<file path="src/rtl/reg_map_responder.sv">
// Register-map responder: decodes single-cycle bus requests onto a bank of RW config
// and RO status word registers, answering each accepted request with a one-cycle ready.
module reg_map_responder #(
  parameter int unsigned           DATA_WIDTH = 32,
  parameter int unsigned           ADDR_WIDTH = 32,
  parameter int unsigned           NUM_REGS   = 8,
  parameter logic [ADDR_WIDTH-1:0] BASE_ADDR  = '0,
  parameter logic [255:0]          RO_MASK    = '0,
  parameter logic [DATA_WIDTH-1:0] RST_VAL    = '0,
  parameter int unsigned           RD_WAIT    = 0
) (
  input  logic                           i_clk,
  input  logic                           i_rst,
  input  logic                           i_bus_req,
  input  logic                           i_bus_req_is_wr,
  input  logic [ADDR_WIDTH-1:0]          i_bus_addr,
  input  logic [DATA_WIDTH-1:0]          i_bus_wr_data,
  input  logic [DATA_WIDTH-1:0]          i_bus_wr_biten,
  output logic                           o_bus_ready,
  output logic [DATA_WIDTH-1:0]          o_bus_rd_data,
  input  logic [NUM_REGS*DATA_WIDTH-1:0] i_hw_status,
  output logic [NUM_REGS*DATA_WIDTH-1:0] o_cfg_q,
  output logic [NUM_REGS-1:0]            o_cfg_wr_strb,
  output logic                           o_decode_err,
  output logic                           o_overlap_err
);

  localparam int unsigned IdxW = (NUM_REGS > 1) ? $clog2(NUM_REGS) : 1;
  localparam logic [ADDR_WIDTH-1:0] RangeBytes = ADDR_WIDTH'(NUM_REGS * 4);

  typedef enum logic [0:0] {StIdle, StWait} state_e;

  state_e                r_state;
  logic [2:0]            r_wcnt;
  logic [DATA_WIDTH-1:0] r_rd_hold;
  logic                  r_hold_err;
  logic [DATA_WIDTH-1:0] r_cfg [NUM_REGS];

  logic [ADDR_WIDTH-1:0] w_off;
  logic                  w_in_range;
  logic [IdxW-1:0]       w_idx;
  logic [DATA_WIDTH-1:0] w_rd_val;

  // Addresses below BASE_ADDR wrap to a huge offset and fall out of range.
  assign w_off      = i_bus_addr - BASE_ADDR;
  assign w_in_range = (w_off < RangeBytes);
  assign w_idx      = w_off[IdxW+1:2];

  always_comb begin
    w_rd_val = '0;
    if (w_in_range) begin
      if (RO_MASK[w_idx]) w_rd_val = i_hw_status[w_idx*DATA_WIDTH +: DATA_WIDTH];
      else                w_rd_val = r_cfg[w_idx];
    end
  end

  always_comb begin
    o_cfg_q = '0;
    for (int i = 0; i < NUM_REGS; i++) begin
      if (!RO_MASK[i]) o_cfg_q[i*DATA_WIDTH +: DATA_WIDTH] = r_cfg[i];
    end
  end

  always_ff @(posedge i_clk) begin
    if (i_rst) begin
      r_state       <= StIdle;
      r_wcnt        <= '0;
      r_rd_hold     <= '0;
      r_hold_err    <= 1'b0;
      o_bus_ready   <= 1'b0;
      o_bus_rd_data <= '0;
      o_decode_err  <= 1'b0;
      o_overlap_err <= 1'b0;
      o_cfg_wr_strb <= '0;
      for (int i = 0; i < NUM_REGS; i++) r_cfg[i] <= RST_VAL;
    end else begin
      o_bus_ready   <= 1'b0;
      o_decode_err  <= 1'b0;
      o_cfg_wr_strb <= '0;
      unique case (r_state)
        StIdle: begin
          if (i_bus_req) begin
            if (i_bus_req_is_wr) begin
              o_bus_ready   <= 1'b1;
              o_bus_rd_data <= '0;
              o_decode_err  <= !w_in_range;
              for (int i = 0; i < NUM_REGS; i++) begin
                if (w_in_range && !RO_MASK[i] && (w_idx == IdxW'(i))) begin
                  r_cfg[i]         <= (r_cfg[i] & ~i_bus_wr_biten) |
                                      (i_bus_wr_data & i_bus_wr_biten);
                  o_cfg_wr_strb[i] <= 1'b1;
                end
              end
            end else if (RD_WAIT == 0) begin
              o_bus_ready   <= 1'b1;
              o_bus_rd_data <= w_rd_val;
              o_decode_err  <= !w_in_range;
            end else begin
              // Sample now; presented when the wait count runs out.
              r_rd_hold  <= w_rd_val;
              r_hold_err <= !w_in_range;
              r_wcnt     <= 3'(RD_WAIT);
              r_state    <= StWait;
            end
          end
        end
        StWait: begin
          if (i_bus_req) o_overlap_err <= 1'b1;
          r_wcnt <= r_wcnt - 3'd1;
          if (r_wcnt == 3'd1) begin
            o_bus_ready   <= 1'b1;
            o_bus_rd_data <= r_rd_hold;
            o_decode_err  <= r_hold_err;
            r_state       <= StIdle;
          end
        end
        default: r_state <= StIdle;
      endcase
    end
  end

endmodule

</file>
<file path="config.mk">
export PLATFORM = sky130hd
export DESIGN_NAME = reg_map_responder
export DESIGN_NICKNAME = d
export VERILOG_FILES = /design/src/rtl/reg_map_responder.sv
export SDC_FILE = /design/constraint.sdc
export NUM_CORES = 1
export LEC_CHECK = 0
export CAP_MARGIN = 40
export CORE_AREA = 2 2 256 258
export CTS_CLUSTER_DIAMETER = 120
export DETAILED_ROUTE_END_ITERATION = 10
export DIE_AREA = 0 0 258 260
export GPL_TIMING_DRIVEN = 0
export PLACE_DENSITY = 0.49
export SYNTH_ARGS = -nofsm -noshare
export SYNTH_HDL_FRONTEND = slang
export SYNTH_SLANG_ARGS = --single-unit
</file>
<file path="constraint.sdc">
create_clock -name i_clk -period 4.2 [get_ports i_clk]
set_input_delay 0.84 -clock i_clk [delete_from_list [all_inputs] [get_ports i_clk]]
set_output_delay 0.84 -clock i_clk [all_outputs]
set_load 0.005 [all_outputs]
</file>
==> results.txt <==
The highest achievable clock rate came out at 253 MHz. The post-synthesis cell count came out at 1157. The number of synthesized register bits is 303. The number of non-filler instances in the completed layout came out at 2526.

The overall die area came out at 0.0671 mm^2. The critical path data required time is 4.44 ns. The final-report max-slew violation count is 0.

The standard cell core area is 0.0641 mm^2. The number of DRC markers in iteration 0 came out at 1199. The leakage power summed over all cells is 7.15 nW. The worst min-delay path class is flip-flop to flip-flop.

The starting density of the core is 23.7%. The congestion estimate from routability-driven global placement came to 0.832. The maximum net fanout on the critical path came out at 12. The initial antenna violation count came out at 11.

The count of unique library cells instantiated by Yosys is 34. The net count of the finished layout is 1997. The max capacitance violation total came out at 0. The boundary pin count is 655.

The total number of H-tree levels is 2. The run finished with clean final reports. Once the clock tree was built, the resizer swapped 0 gates to a different size.

The number of vias in the routed layout is 12683. Input and output buffers added on the ports amount to 394. The number of CTS-inserted buffers came out at 39. The count of fill cells added during filler insertion is 6312. The sequential-to-total area share from yosys stat came out at 56.7%. The share of synthesized registers carrying an async set or reset came out at 0%. The critical path start-end classification is primary input to flip-flop. The mapped netlist covers 0.0152 mm^2. The final standard cell utilization of the core came out at 34.7%. The hold buffer count at cts is 0. The count of standard-cell rows is 93. The die span in x is 258 um. The share of the cycle needed by the critical path after routing is 94.2%. The worst setup path is launched from a primary input.

The combined global-route utilization of all metal layers is 21.4%. Clock tree synthesis found a total of 303 sinks. The number of remaining DRC errors is 0. The per-instance average area after synthesis is 13.2 um^2. The first TritonRoute pass finished after 5 iterations. The wire length per cell came out at 29.3 um.

In this run, synthesis inferred 256 flip-flops with an integrated enable. The first global-routing pass estimated 100000 um of wire. The clock transition at the registers of the reported paths came out at 0.06 ns. The worst path needs 3.95 ns of the cycle, external delays included. The number of buffers on the longest clock path came out at 3. TritonCTS built the clock tree. The HPWL after detailed placement came out at 55200 um. The worst setup path is captured at a flip-flop. The number of buffers added for setup after CTS came out at 0. Once detail routing completed, the nets flagged for antenna violations numbered 0. The maximum number of pins on one net before global-route repair is 20. Among all flip-flop cells after synthesis, the most frequent one is sky130_fd_sc_hd__edfxtp_1. For the worst setup path, the data arrival time is 4.20 ns. Setup repair after global routing left no endpoint under its margin. The via count of the first global-routing pass is 12609. The synthesis-to-finish area growth is 46.2%. The ratio of cells with drive above 1 in the final layout is 17.4%. The mean number of vias per cell came out at 5.02. The root buffer cell is sky130_fd_sc_hd__clkbuf_16. The placed cell area came out at 0.0210 mm^2. When the netlist entered floorplanning its net count stood at 1515.

The count of placed standard cells including taps came out at 2453. For the pin with the worst max-slew slack, the measured transition is 0.904 ns. The detailed-route wire length is 74100 um. The power density relative to cell area came out at 351 mW/mm^2. On the final layout, the worst clock skew is 0.0208 ns. The clock latency on the worst-skew pair came out at 0.56 ns. The final-report setup violation count came out at 0. The remaining global-route overflow is 0. The number of warnings issued by yosys came out at 0. The worst voltage drop across the vdd grid is 0.254 mV.

The final-report hold violation count is 0. The worst slew slack as a fraction of its limit is 39.6%. The finished cells cover 0.0223 mm^2. The vertical die dimension is 260 um.
[power by group]
group	internal (W)	leakage [nW]	total (W)	switching, W
sequential	0.00337	3.01	0.00349	0.000115
clock	0.00195	0.609	0.00332	0.00137
combinational	0.000501	3.53	0.00101	0.000507
total	0.00583	7.15	0.00781	0.00199
[kinds of logic (layout without fill, tap and decap cells)]
family	after synthesis	count (layout)	synth area share [%]
and+or+nand+nor	372	372	13.9
DFF	303	303	56.7
AOI/OAI and AO/OA	301	301	15.1
muxes	96	96	11.7
buffers and inverters	81	594	2.35
adders and majority gates	2	2	0.164
xor gates and xnor gates	2	2	0.115
other	0	1	0
[state kept, by name (all words and copies together), names as in the netlist]
| signal | cells |
|---|---|
| r_cfg | 256 |
| o_bus_rd_data | 32 |
| o_cfg_wr_strb | 8 |
| r_wcnt | 3 |
| o_bus_ready | 1 |
| o_decode_err | 1 |
| o_overlap_err | 1 |
| r_state | 1 |
[per-layer routing]
layer / part of all wire [%] / up-vias / track usage, %
met3: 10 / 85 / 7.07
met2: 43 / 693 / 32.7
li1: - / 5434 / -
met4: 1.4 / 14 / 3.89
met5: 0.12 / - / 0
met1: 45 / 6457 / 29.8
[Yosys cell counts, drive strengths merged (3+ instances only)]
| library cell | instances | area (um^2) |
|---|---|---|
| nand2b | 258 | 1610 |
| edfxtp | 256 | 7690 |
| a211oi | 158 | 1490 |
| a21oi | 103 | 515 |
| mux4 | 62 | 1400 |
| dfxtp | 47 | 941 |
| nor2 | 46 | 173 |
| clkbuf | 44 | 165 |
| nand2 | 41 | 156 |
| buf | 33 | 178 |
| a22oi | 32 | 240 |
| mux2 | 31 | 349 |
| nor2b | 7 | 43.8 |
| nor4 | 7 | 43.8 |
| inv | 4 | 15.0 |
| nand3 | 4 | 20.0 |
| o21bai | 4 | 30.0 |
| a21o | 3 | 22.5 |
| mux2i | 3 | 30.0 |
| nor3 | 3 | 26.3 |
[stage by stage]
stage | total power, W | setup WS, ns | TNS, ns | hold WS [ns]
2_1_floorplan | 0.00389 | 0.423 | 0 | 0.448
3_3_place_gp | 0.00450 | -3.75 | -593.70 | 0.438
3_5_place_dp | 0.00456 | -0.310 | -22.09 | 0.448
4_1_cts | 0.00789 | 0.297 | 0 | 0.458
5_1_grt | 0.00805 | 0.170 | 0 | 0.501
6_report | 0.00781 | 0.245 | 0 | 0.457
[path summary, 6_finish.rpt]
kind	start	slack [ns]	cells past startpoint	endpoint
max	i_bus_addr[3]	0.25	8	r_cfg[7][12]
min	o_bus_rd_data[11]	0.46	2	o_bus_rd_data[11]
max reg2reg	r_state	1.29	7	r_cfg[4][5]
min reg2reg	o_bus_rd_data[11]	0.46	2	o_bus_rd_data[11]
[critical path, cell delays in order]
cell and delay, ns:
sky130_fd_sc_hd__buf_2 0.30, sky130_fd_sc_hd__buf_1 0.67, sky130_fd_sc_hd__nand2_1 0.66, sky130_fd_sc_hd__clkbuf_1 0.44, sky130_fd_sc_hd__buf_6 0.24, sky130_fd_sc_hd__o21bai_4 0.58, sky130_fd_sc_hd__buf_16 0.24, sky130_fd_sc_hd__buf_16 0.18
[area by class of cell]
type | count | area, um^2 | area share [%]
sequential | 303 | 8630 | 38.8
multi-input combinational | 773 | 6290 | 28.2
timing repair buffer | 441 | 4670 | 21.0
clock buffer | 57 | 1100 | 4.96
tap | 855 | 1070 | 4.80
buffer | 77 | 343 | 1.54
clock inverter | 15 | 140 | 0.629
inverter | 4 | 15.0 | 0.0674
antenna | 1 | 2.50 | 0.0112
[cells in the final DEF, fill, tap and decap left out, drive strengths merged]
master,synthesis,layout
or2,1,1
xnor2,1,1
a21o,3,3
mux4,62,62
diode,0,1
nand4,2,2
edfxtp,256,256
clkbuf,44,101
dfxtp,47,47
a31o,1,1
nand2b,258,258
a22oi,32,32
nor4,7,7
nand3b,1,1
buf,33,80
nand2,41,41
nand3,4,4
mux2i,3,3
a21oi,103,103
ha,2,2
mux2,31,31
clkdlybuf4s50,0,394
o21bai,4,4
xor2,1,1
bufinv,0,2
nor2b,7,7
nor3,3,3
nor2,46,46
a211oi,158,158
clkinvlp,0,2
clkinv,0,8
inv,4,7
nor3b,2,2
(Power assumes the default switching activity.)
